--- src/rtl/system86_vram_defs.sv ---
// Shared definitions for the System 86 tilemap VRAM arbiter: geometry, CPU FSM
// encodings and video slot ownership.
package system86_vram_defs;

   localparam int VRAM_DATA_W    = 8;
   localparam int LAYER_PAGE_BIT = 12;
   localparam int VRAM_ADDR_W    = LAYER_PAGE_BIT + 1;

   localparam logic [1:0] ST_IDLE   = 2'd0;
   localparam logic [1:0] ST_WAIT   = 2'd1;
   localparam logic [1:0] ST_ACCESS = 2'd2;
   localparam logic [1:0] ST_DONE   = 2'd3;

   // Layer 0 owns the video slot when H[1] equals this value.
   localparam logic L0_OWNER_H1 = 1'b1;

endpackage

--- src/rtl/cus42_vram_slot_decode.sv ---
// Decodes the pixel-clock phase and H[1] into slot type and video slot owner.
module cus42_vram_slot_decode
   import system86_vram_defs::*;
(
   input  logic       pix_ce_i,
   input  logic [1:0] h_i,
   output logic       video_slot_o,
   output logic       cpu_slot_o,
   output logic       l0_owner_o,
   output logic       l1_owner_o
);

   assign video_slot_o = pix_ce_i;
   assign cpu_slot_o   = ~pix_ce_i;
   assign l0_owner_o   = pix_ce_i & (h_i[1] == L0_OWNER_H1);
   assign l1_owner_o   = pix_ce_i & (h_i[1] != L0_OWNER_H1);

endmodule

--- src/rtl/cus42_vram_arbiter.sv ---
// Time-division arbiter: video slots feed the two scroll layers, CPU slots serve a
// request/ack FSM. Define CUS42_VRAM_POSTED_WRITE_EN for a one-entry posted write buffer.
module cus42_vram_arbiter
   import system86_vram_defs::*;
#(
   parameter int ADDR_W = VRAM_ADDR_W,
   parameter int DATA_W = VRAM_DATA_W
) (
   input  logic              clk,
   input  logic              rst,
   input  logic              pix_ce,
   input  logic [1:0]        H,
   input  logic [ADDR_W-2:0] l0_ra,
   input  logic [ADDR_W-2:0] l1_ra,
   output logic [DATA_W-1:0] l0_rd,
   output logic [DATA_W-1:0] l1_rd,
   input  logic              cpu_req,
   input  logic              cpu_we,
   input  logic [ADDR_W-1:0] cpu_addr,
   input  logic [DATA_W-1:0] cpu_wdata,
   output logic [DATA_W-1:0] cpu_rdata,
   output logic              cpu_ack,
   output logic [ADDR_W-1:0] sram_a,
   input  logic [DATA_W-1:0] sram_din,
   output logic [DATA_W-1:0] sram_dout,
   output logic              sram_we_n,
   output logic              sram_oe_n
);

   logic              video_slot, cpu_slot, l0_owner, l1_owner;
   logic [1:0]        state_q, state_d;
   logic [ADDR_W-1:0] addr_q, addr_d, sram_a_q;
   logic              we_q, we_d, pix_ce_q, cpu_ack_q;
   logic [DATA_W-1:0] wdata_q, wdata_d, rd_src;
   logic [DATA_W-1:0] l0_rd_q, l1_rd_q, cpu_rdata_q, cpu_rdata_d;
   logic              do_access, buf_full;

   cus42_vram_slot_decode u_slot (
      .pix_ce_i     (pix_ce),
      .h_i          (H),
      .video_slot_o (video_slot),
      .cpu_slot_o   (cpu_slot),
      .l0_owner_o   (l0_owner),
      .l1_owner_o   (l1_owner)
   );

   assign do_access = (state_q == ST_ACCESS) && cpu_slot;

`ifdef CUS42_VRAM_POSTED_WRITE_EN
   logic              pw_valid_q, pw_valid_d, drain;
   logic [ADDR_W-1:0] pw_addr_q, pw_addr_d;
   logic [DATA_W-1:0] pw_data_q, pw_data_d;

   assign buf_full = pw_valid_q;
   assign drain    = pw_valid_q && cpu_slot && (state_q != ST_ACCESS);
   // A read hitting the buffered address must see the not-yet-drained data.
   assign rd_src   = (pw_valid_q && (pw_addr_q == addr_q)) ? pw_data_q : sram_din;
`else
   assign buf_full = 1'b0;
   assign rd_src   = sram_din;
`endif

   always_comb begin : fsm_next
      state_d = state_q;
      addr_d  = addr_q;
      we_d    = we_q;
      wdata_d = wdata_q;
`ifdef CUS42_VRAM_POSTED_WRITE_EN
      pw_valid_d = drain ? 1'b0 : pw_valid_q;
      pw_addr_d  = pw_addr_q;
      pw_data_d  = pw_data_q;
`endif
      case (state_q)
         ST_IDLE: if (cpu_req && !buf_full) begin
            addr_d  = cpu_addr;
            we_d    = cpu_we;
            wdata_d = cpu_wdata;
            state_d = ST_WAIT;
`ifdef CUS42_VRAM_POSTED_WRITE_EN
            if (cpu_we) begin
               pw_valid_d = 1'b1;
               pw_addr_d  = cpu_addr;
               pw_data_d  = cpu_wdata;
               state_d    = ST_DONE;
            end
`endif
         end
         // A video slot that follows a CPU slot guarantees the next cycle is a CPU slot.
         ST_WAIT:   if (video_slot && !pix_ce_q) state_d = ST_ACCESS;
         ST_ACCESS: state_d = cpu_slot ? ST_DONE : ST_WAIT;
         default:   if (!cpu_req) state_d = ST_IDLE;
      endcase
   end

   always_comb begin : sram_drive
      sram_a    = sram_a_q;
      sram_dout = wdata_q;
      sram_oe_n = 1'b1;
      sram_we_n = 1'b1;
      if (rst) begin
         sram_a    = '0;
         sram_dout = '0;
      end else if (video_slot) begin
         sram_a    = l0_owner ? {1'b0, l0_ra} : {1'b1, l1_ra};
         sram_oe_n = 1'b0;
      end else if (do_access) begin
         sram_a    = addr_q;
         sram_oe_n = we_q;
         sram_we_n = ~we_q;
`ifdef CUS42_VRAM_POSTED_WRITE_EN
      end else if (drain) begin
         sram_a    = pw_addr_q;
         sram_dout = pw_data_q;
         sram_we_n = 1'b0;
`endif
      end
   end

   assign cpu_rdata_d = (do_access && !we_q) ? rd_src : cpu_rdata_q;

   always_ff @(posedge clk) begin
      if (rst) begin
         state_q     <= ST_IDLE;
         addr_q      <= '0;
         we_q        <= 1'b0;
         wdata_q     <= '0;
         pix_ce_q    <= 1'b0;
         sram_a_q    <= '0;
         l0_rd_q     <= '0;
         l1_rd_q     <= '0;
         cpu_rdata_q <= '0;
         cpu_ack_q   <= 1'b0;
`ifdef CUS42_VRAM_POSTED_WRITE_EN
         pw_valid_q  <= 1'b0;
         pw_addr_q   <= '0;
         pw_data_q   <= '0;
`endif
      end else begin
         state_q     <= state_d;
         addr_q      <= addr_d;
         we_q        <= we_d;
         wdata_q     <= wdata_d;
         pix_ce_q    <= pix_ce;
         sram_a_q    <= sram_a;
         cpu_rdata_q <= cpu_rdata_d;
         cpu_ack_q   <= (state_d == ST_DONE) && (state_q != ST_DONE);
         if (l0_owner) l0_rd_q <= sram_din;
         if (l1_owner) l1_rd_q <= sram_din;
`ifdef CUS42_VRAM_POSTED_WRITE_EN
         pw_valid_q  <= pw_valid_d;
         pw_addr_q   <= pw_addr_d;
         pw_data_q   <= pw_data_d;
`endif
      end
   end

   assign l0_rd     = l0_rd_q;
   assign l1_rd     = l1_rd_q;
   assign cpu_rdata = cpu_rdata_q;
   assign cpu_ack   = cpu_ack_q;

endmodule

--- config.mk ---
export PLATFORM = sky130hd
export DESIGN_NAME = cus42_vram_arbiter
export DESIGN_NICKNAME = d
export VERILOG_FILES = /design/src/rtl/system86_vram_defs.sv /design/src/rtl/cus42_vram_slot_decode.sv /design/src/rtl/cus42_vram_arbiter.sv
export SDC_FILE = /design/constraint.sdc
export NUM_CORES = 1
export LEC_CHECK = 0
export ABC_AREA = 1
export CORE_MARGIN = 2
export CORE_UTILIZATION = 47
export CTS_CLUSTER_DIAMETER = 50
export DETAILED_ROUTE_END_ITERATION = 6
export PLACE_DENSITY_LB_ADDON = 0.15
export SYNTH_ARGS = -nofsm -noshare
export SYNTH_HDL_FRONTEND = slang
export SYNTH_SLANG_ARGS = --single-unit
--- constraint.sdc ---
create_clock -name clk -period 2.7 [get_ports clk]
set_clock_uncertainty 0.1 [all_clocks]
set_input_delay 0.405 -clock clk [delete_from_list [all_inputs] [get_ports clk]]
set_output_delay 0.405 -clock clk [all_outputs]
set_load 0.03 [all_outputs]
=== Word level (Yosys, flattened, before mapping) ===
Cells that the tools add are included.

* Eq/ne operators: 4
* Reductions and logical operators: 8
* Mux-type cells: 16
* Bitwise logic cells: 5

{| class="wikitable"
|+ Operators by type and width
! operator !! count
|-
| 2-to-1 mux 13 bit || 4
|-
| 2-to-1 mux 2 bit || 4
|-
| 2-to-1 mux 8 bit || 1
|-
| 2-to-1 mux 1 bit || 6
|-
| one-hot mux 2 bit (3 select lines) || 1
|-
| equality test 2 bit (second input constant) || 2
|-
| logical AND 1 bit || 4
|-
| inverter 1 bit || 3
|-
| AND 1 bit || 2
|-
| equality test 2 x 1 -> 1 bit (second input constant) || 1
|-
| logical NOT 1 bit || 2
|-
| logical NOT 2 bit || 1
|-
| != test 2 bit (second input constant) || 1
|-
| AND reduction 2 bit || 1
|}

* Input bits: 60
* Register bits: 63
* Output and inout port bits: 48
* Logic and storage cells: 43

=== Logic depth before layout (Yosys ltp) ===
* Depth after elaboration: 6
* Mapped depth: 7
* Mapped depth without buffers: 6

=== Cells and area by module ===
Synthesis repeated with hierarchy kept, for this count alone.

* Cell total of the unflattened synthesis: 379
* Area total of the unflattened synthesis: 2,700.1 um2

{| class="wikitable"
|+ By module, submodules not included
! module !! cells each !! sequential area each (um2) !! times used !! area an instance (um2)
|-
| cus42_vram_arbiter || 374 || 1,261.2 || 1 || 2,675.1
|-
| cus42_vram_slot_decode || 5 || 0.0 || 1 || 25.0
|}

=== Least setup slack after synthesis ===
OpenSTA, ideal clock, no wires.

* Path type: input -> output
* From: input pix_ce
* To: output sram_oe_n
* Arrival: 1,429 ps
* Data required time: 2,195 ps
* Stages on the path: 5
* Setup slack: 766 ps
* Buffers on the path: 1
* Path through: buf_6 -> inv_4 -> nand3_2 -> nor2_4 -> o21ai_0

* Cells in the longest elaborated chain, start to end: 5

{| class="wikitable"
|+ RTL lines
! element !! line !! source
|-
| from (decl) || cus42_vram_arbiter.sv:11 || <nowiki>input logic pix_ce,</nowiki>
|-
| inverter 1 bit || cus42_vram_slot_decode.sv:14 || <nowiki>assign cpu_slot_o = ~pix_ce_i;</nowiki>
|-
| logical AND 1 bit || cus42_vram_arbiter.sv:47 || <nowiki>assign do_access = (state_q == ST_ACCESS) && cpu_slot;</nowiki>
|-
| 2-to-1 mux 1 bit || cus42_vram_arbiter.sv:106 || <nowiki>end else if (do_access) begin</nowiki>
|-
| 2-to-1 mux 1 bit * || cus42_vram_arbiter.sv:103 || <nowiki>end else if (video_slot) begin</nowiki>
|-
| 2-to-1 mux 1 bit * || cus42_vram_arbiter.sv:100 || <nowiki>if (rst) begin</nowiki>
|-
| to (decl) || cus42_vram_arbiter.sv:27 || <nowiki>output logic sram_oe_n</nowiki>
|}

Every way passes the cells marked *; elsewhere a longest branch is shown, timed or not.

=== Final worst setup path ===
* From: input H[1]
* To: output sram_a[1]

* Cells in the longest elaborated chain, start to end: 4

{| class="wikitable"
|+ RTL lines
! element !! line !! source
|-
| from (decl) || cus42_vram_arbiter.sv:12 || <nowiki>input logic [1:0] H,</nowiki>
|-
| AND 1 bit || cus42_vram_slot_decode.sv:15 || <nowiki>assign l0_owner_o = pix_ce_i & (h_i[1] == L0_OWNER_H1);</nowiki>
|-
| 2-to-1 mux 13 bit || cus42_vram_arbiter.sv:104 || <nowiki>sram_a = l0_owner ? {1'b0, l0_ra} : {1'b1, l1_ra};</nowiki>
|-
| 2-to-1 mux 13 bit || cus42_vram_arbiter.sv:103 ||
|-
| 2-to-1 mux 13 bit || cus42_vram_arbiter.sv:100 ||
|-
| to (decl) || cus42_vram_arbiter.sv:23 || <nowiki>output logic [ADDR_W-1:0] sram_a,</nowiki>
|}

Every way passes these cells.

==> run summary <==
OUTCOME
--------------------------------------------------------------------------------------
Result of the run                                                         complete, no violations

FINISH
--------------------------------------------------------------------------------------
Final core area utilization                                                      0.696
Proportion of layout cells with a drive suffix above 1                          0.0957
Final net count                                                                    567
Number of antenna cells inserted                                                     0
Most frequent standard cell in the layout excluding fill and tap cells    clkdlybuf4s50_1
Synthesis-to-finish area growth                                                  43.1%
Commonest cells after routing, fill and taps aside                        clkdlybuf4s50_1, nor2_1, dfxtp_1, nand3_1, inv_1

STA
--------------------------------------------------------------------------------------
Final setup violation count                                                          0
Final critical delay including setup and external delays                       2.48 ns
Slew Viols, Final                                                                    0
Fraction of the cycle the final worst path needs                                 0.920
RSZ-0062 raised after global routing                                             false
Upper clock frequency limit                                                    403 MHz
Smallest hold slack                                                           0.382 ns
Worst slew margin relative to its limit                                          0.740
Setup TNS Final                                                                   0 ns
Slew at the pin closest to its max-slew limit                                 0.389 ns
Number of failing hold endpoints at the final stage                                  0

CLOCK NETWORK
--------------------------------------------------------------------------------------
Clock tree from TritonCTS                                                          yes
Number of cells upsized or downsized after cts                                       0
Number of setup buffers added after CTS                                              0
Clock slew at the register clock pins of the worst setup and hold paths        0.07 ns
Number of CTS-inserted buffers                                                       9
Root buf cell                                                                 clkbuf_8
Cts-stage hold buffer count                                                          0
H-tree depth                                                                         3
Worst skew pair latency                                                        0.33 ns
Number of clock sinks                                                               63
Max Buffers Root-to-Sink                                                             2

FLOORPLANNING
--------------------------------------------------------------------------------------
Number of I/O pins                                                                 108
Initial core utilization                                                         0.486
Die Width                                                                      82.0 um
Core ar.                                                                    5890 sq um
Floorplan die height                                                           82.0 um
Total number of placement rows                                                      28
Die outline area                                                            6730 sq um

DETAILED ROUTING
--------------------------------------------------------------------------------------
Number of vias in the routed layout                                               2847
Sum of routed wire length over all layers                                      7.25 mm
Routed Antenna Nets                                                                  0
Length of the first detailed-routing pass in iterations                              4
Via density                                                                       4.85
Wire length per cell                                                           12.4 um
Count of routing violations after the opening detailed-route iteration             125
Drt drc                                                                              0

GLOBAL ROUTE
--------------------------------------------------------------------------------------
Global-route wire length before repair                                         11.5 mm
Total gr overflow                                                                    0
Global-route usage over all layers                                               0.223
Vias in the first global route                                                    2557
Initial antenna violation count                                                      0
Pin count of the biggest net entering global routing                                29

SYNTH
--------------------------------------------------------------------------------------
Synth Net Count                                                                    469
Seq cells post-synth                                                                63
Post-synthesis cell count                                                          409
Average footprint of a synthesized cell                                     7.00 sq um
Cell area after synthesis                                                   2860 sq um
Warning count from the yosys run                                                     0
Synth cell types                                                                    20
Sequential-to-total area share from yosys stat                                   0.441

PLACEMENT
--------------------------------------------------------------------------------------
Final estimated routing congestion in global placement                           0.826
HPWL after detailed placement                                                  5.25 mm
Port buffer count                                                                  106

CRITICAL PATH
--------------------------------------------------------------------------------------
Arrival time of data at the critical path endpoint                             1.98 ns
Critical Path Fanout Max                                                            12
Category of the worst setup path capture point                              output pin
Maximum cell stage delay along the critical path                               0.55 ns
Crit path kind                                                               in -> out
Ordered list of cells on the worst path                                   clkdlybuf4s50_1, inv_1, nand3_1, nand2_1, inv_1, a21oi_1, buf_12
Highest-delay cell along the critical path                                clkdlybuf4s50_1
Data required time of the worst path                                           2.19 ns
Startpoint class of the critical path                                     primary input
Dominant cell type by count on the critical path                                 inv_1
Largest delay contributor family on the critical path                     buffers and inverters
Buf+Inv Stages, Crit Path                                                            4

FLOW RUN
--------------------------------------------------------------------------------------
Max-cap violation count                                                              0

POWER AND IR DROP
--------------------------------------------------------------------------------------
Static power due to leakage                                                    1.78 nW
Peak VDD IR                                                                 0.000334 V
Pwr/cell area                                                              578 nW/um^2

HOLD PATH
--------------------------------------------------------------------------------------
Path category of the worst min-delay check                                  reg -> reg

-- layout make-up --
class                   instances  area (sq um)
fillers                       519          1790
well taps                      75          93.8
flip-flops and latches         63          1260
inverters                      62           235
clock buffers                  13           169
multi-input cells             259          1190
repair buffers                112          1110
clock inverters                 3          40.0
-- report_power, final --
group,internal (mW),switching [mW]
sequential,0.996,0.0324
combinational,0.216,0.272
clock,0.499,0.352
total,1.71,0.656
-- worst register-to-register path, stage by stage, from the launching register on --
cell and delay [ns]:
dfxtp_1 0.54, nor2_2 0.08, nand2_2 0.31, inv_2 0.26, nor2_1 0.16, nor2_1 0.06
-- worst paths after layout --
kind	from	end	slack, ns	depth (start not counted)
min reg2reg	cpu_rdata[0]	cpu_rdata[0]	0.38	2
min	cpu_rdata[0]	cpu_rdata[0]	0.38	2
max	H[1]	sram_a[1]	0.22	7
max reg2reg	state_q[1]	addr_q[7]	1.09	5
-- layer usage --
metal | share of wire | global-route usage | vias to the layer above
met5 | 0 | 0 | -
met4 | 0.012 | 0.0733 | 0
met3 | 0.097 | 0.0835 | 10
met2 | 0.45 | 0.350 | 88
met1 | 0.44 | 0.283 | 1260
li1 | - | - | 1489
-- cell usage after synthesis --
library cell  number  area, sq um
clkbuf_1           7         26.3
nor2_2             1         6.26
nor2_1            73          274
inv_4              1         6.26
nand2_2            3         18.8
a21oi_1           41          205
o21ai_1            8         40.0
nand3_1           62          310
dfxtp_1           63         1260
inv_2              4         15.0
nor2_4             3         33.8
clkbuf_2           2         10.0
inv_1             57          214
nand2_1           36          135
buf_6              9          101
nand3_2            1         10.0
buf_4              2         15.0
buf_1              1         3.75
o21ai_0           31          155
buf_2              4         20.0
-- stage by stage --
step / setup WS (ns) / instance area (sq um) / power (mW) / instances
6_report: 0.217 / 4090 / 2.37 / 587
5_1_grt: 0.0672 / 4090 / 2.48 / 587
4_1_cts: 0.217 / 4090 / 2.39 / 587
3_5_place_dp: 0.239 / 3880 / 1.54 / 571
3_3_place_gp: 0.255 / 3880 / 1.53 / 571
2_1_floorplan: 0.766 / 2860 / 1.34 / 409
-- cell families after synthesis --
| logic type | after synthesis | synth area share |
|---|---|---|
| flip-flops | 63 | 0.441 |
| buffers and inverters | 87 | 0.144 |
| AO/OA/AOI/OAI | 80 | 0.140 |
| AND/OR/NAND/NOR | 179 | 0.275 |
-- state kept, by name (all words and copies together) (netlist names) --
signal     cells
state_q        2
we_q           1
cpu_ack        1
sram_a_q      13
addr_q        13
wdata_q        8
l1_rd          8
pix_ce_q       1
l0_rd          8
cpu_rdata      8
No activity file was read; power rests on OpenSTA's default activity.
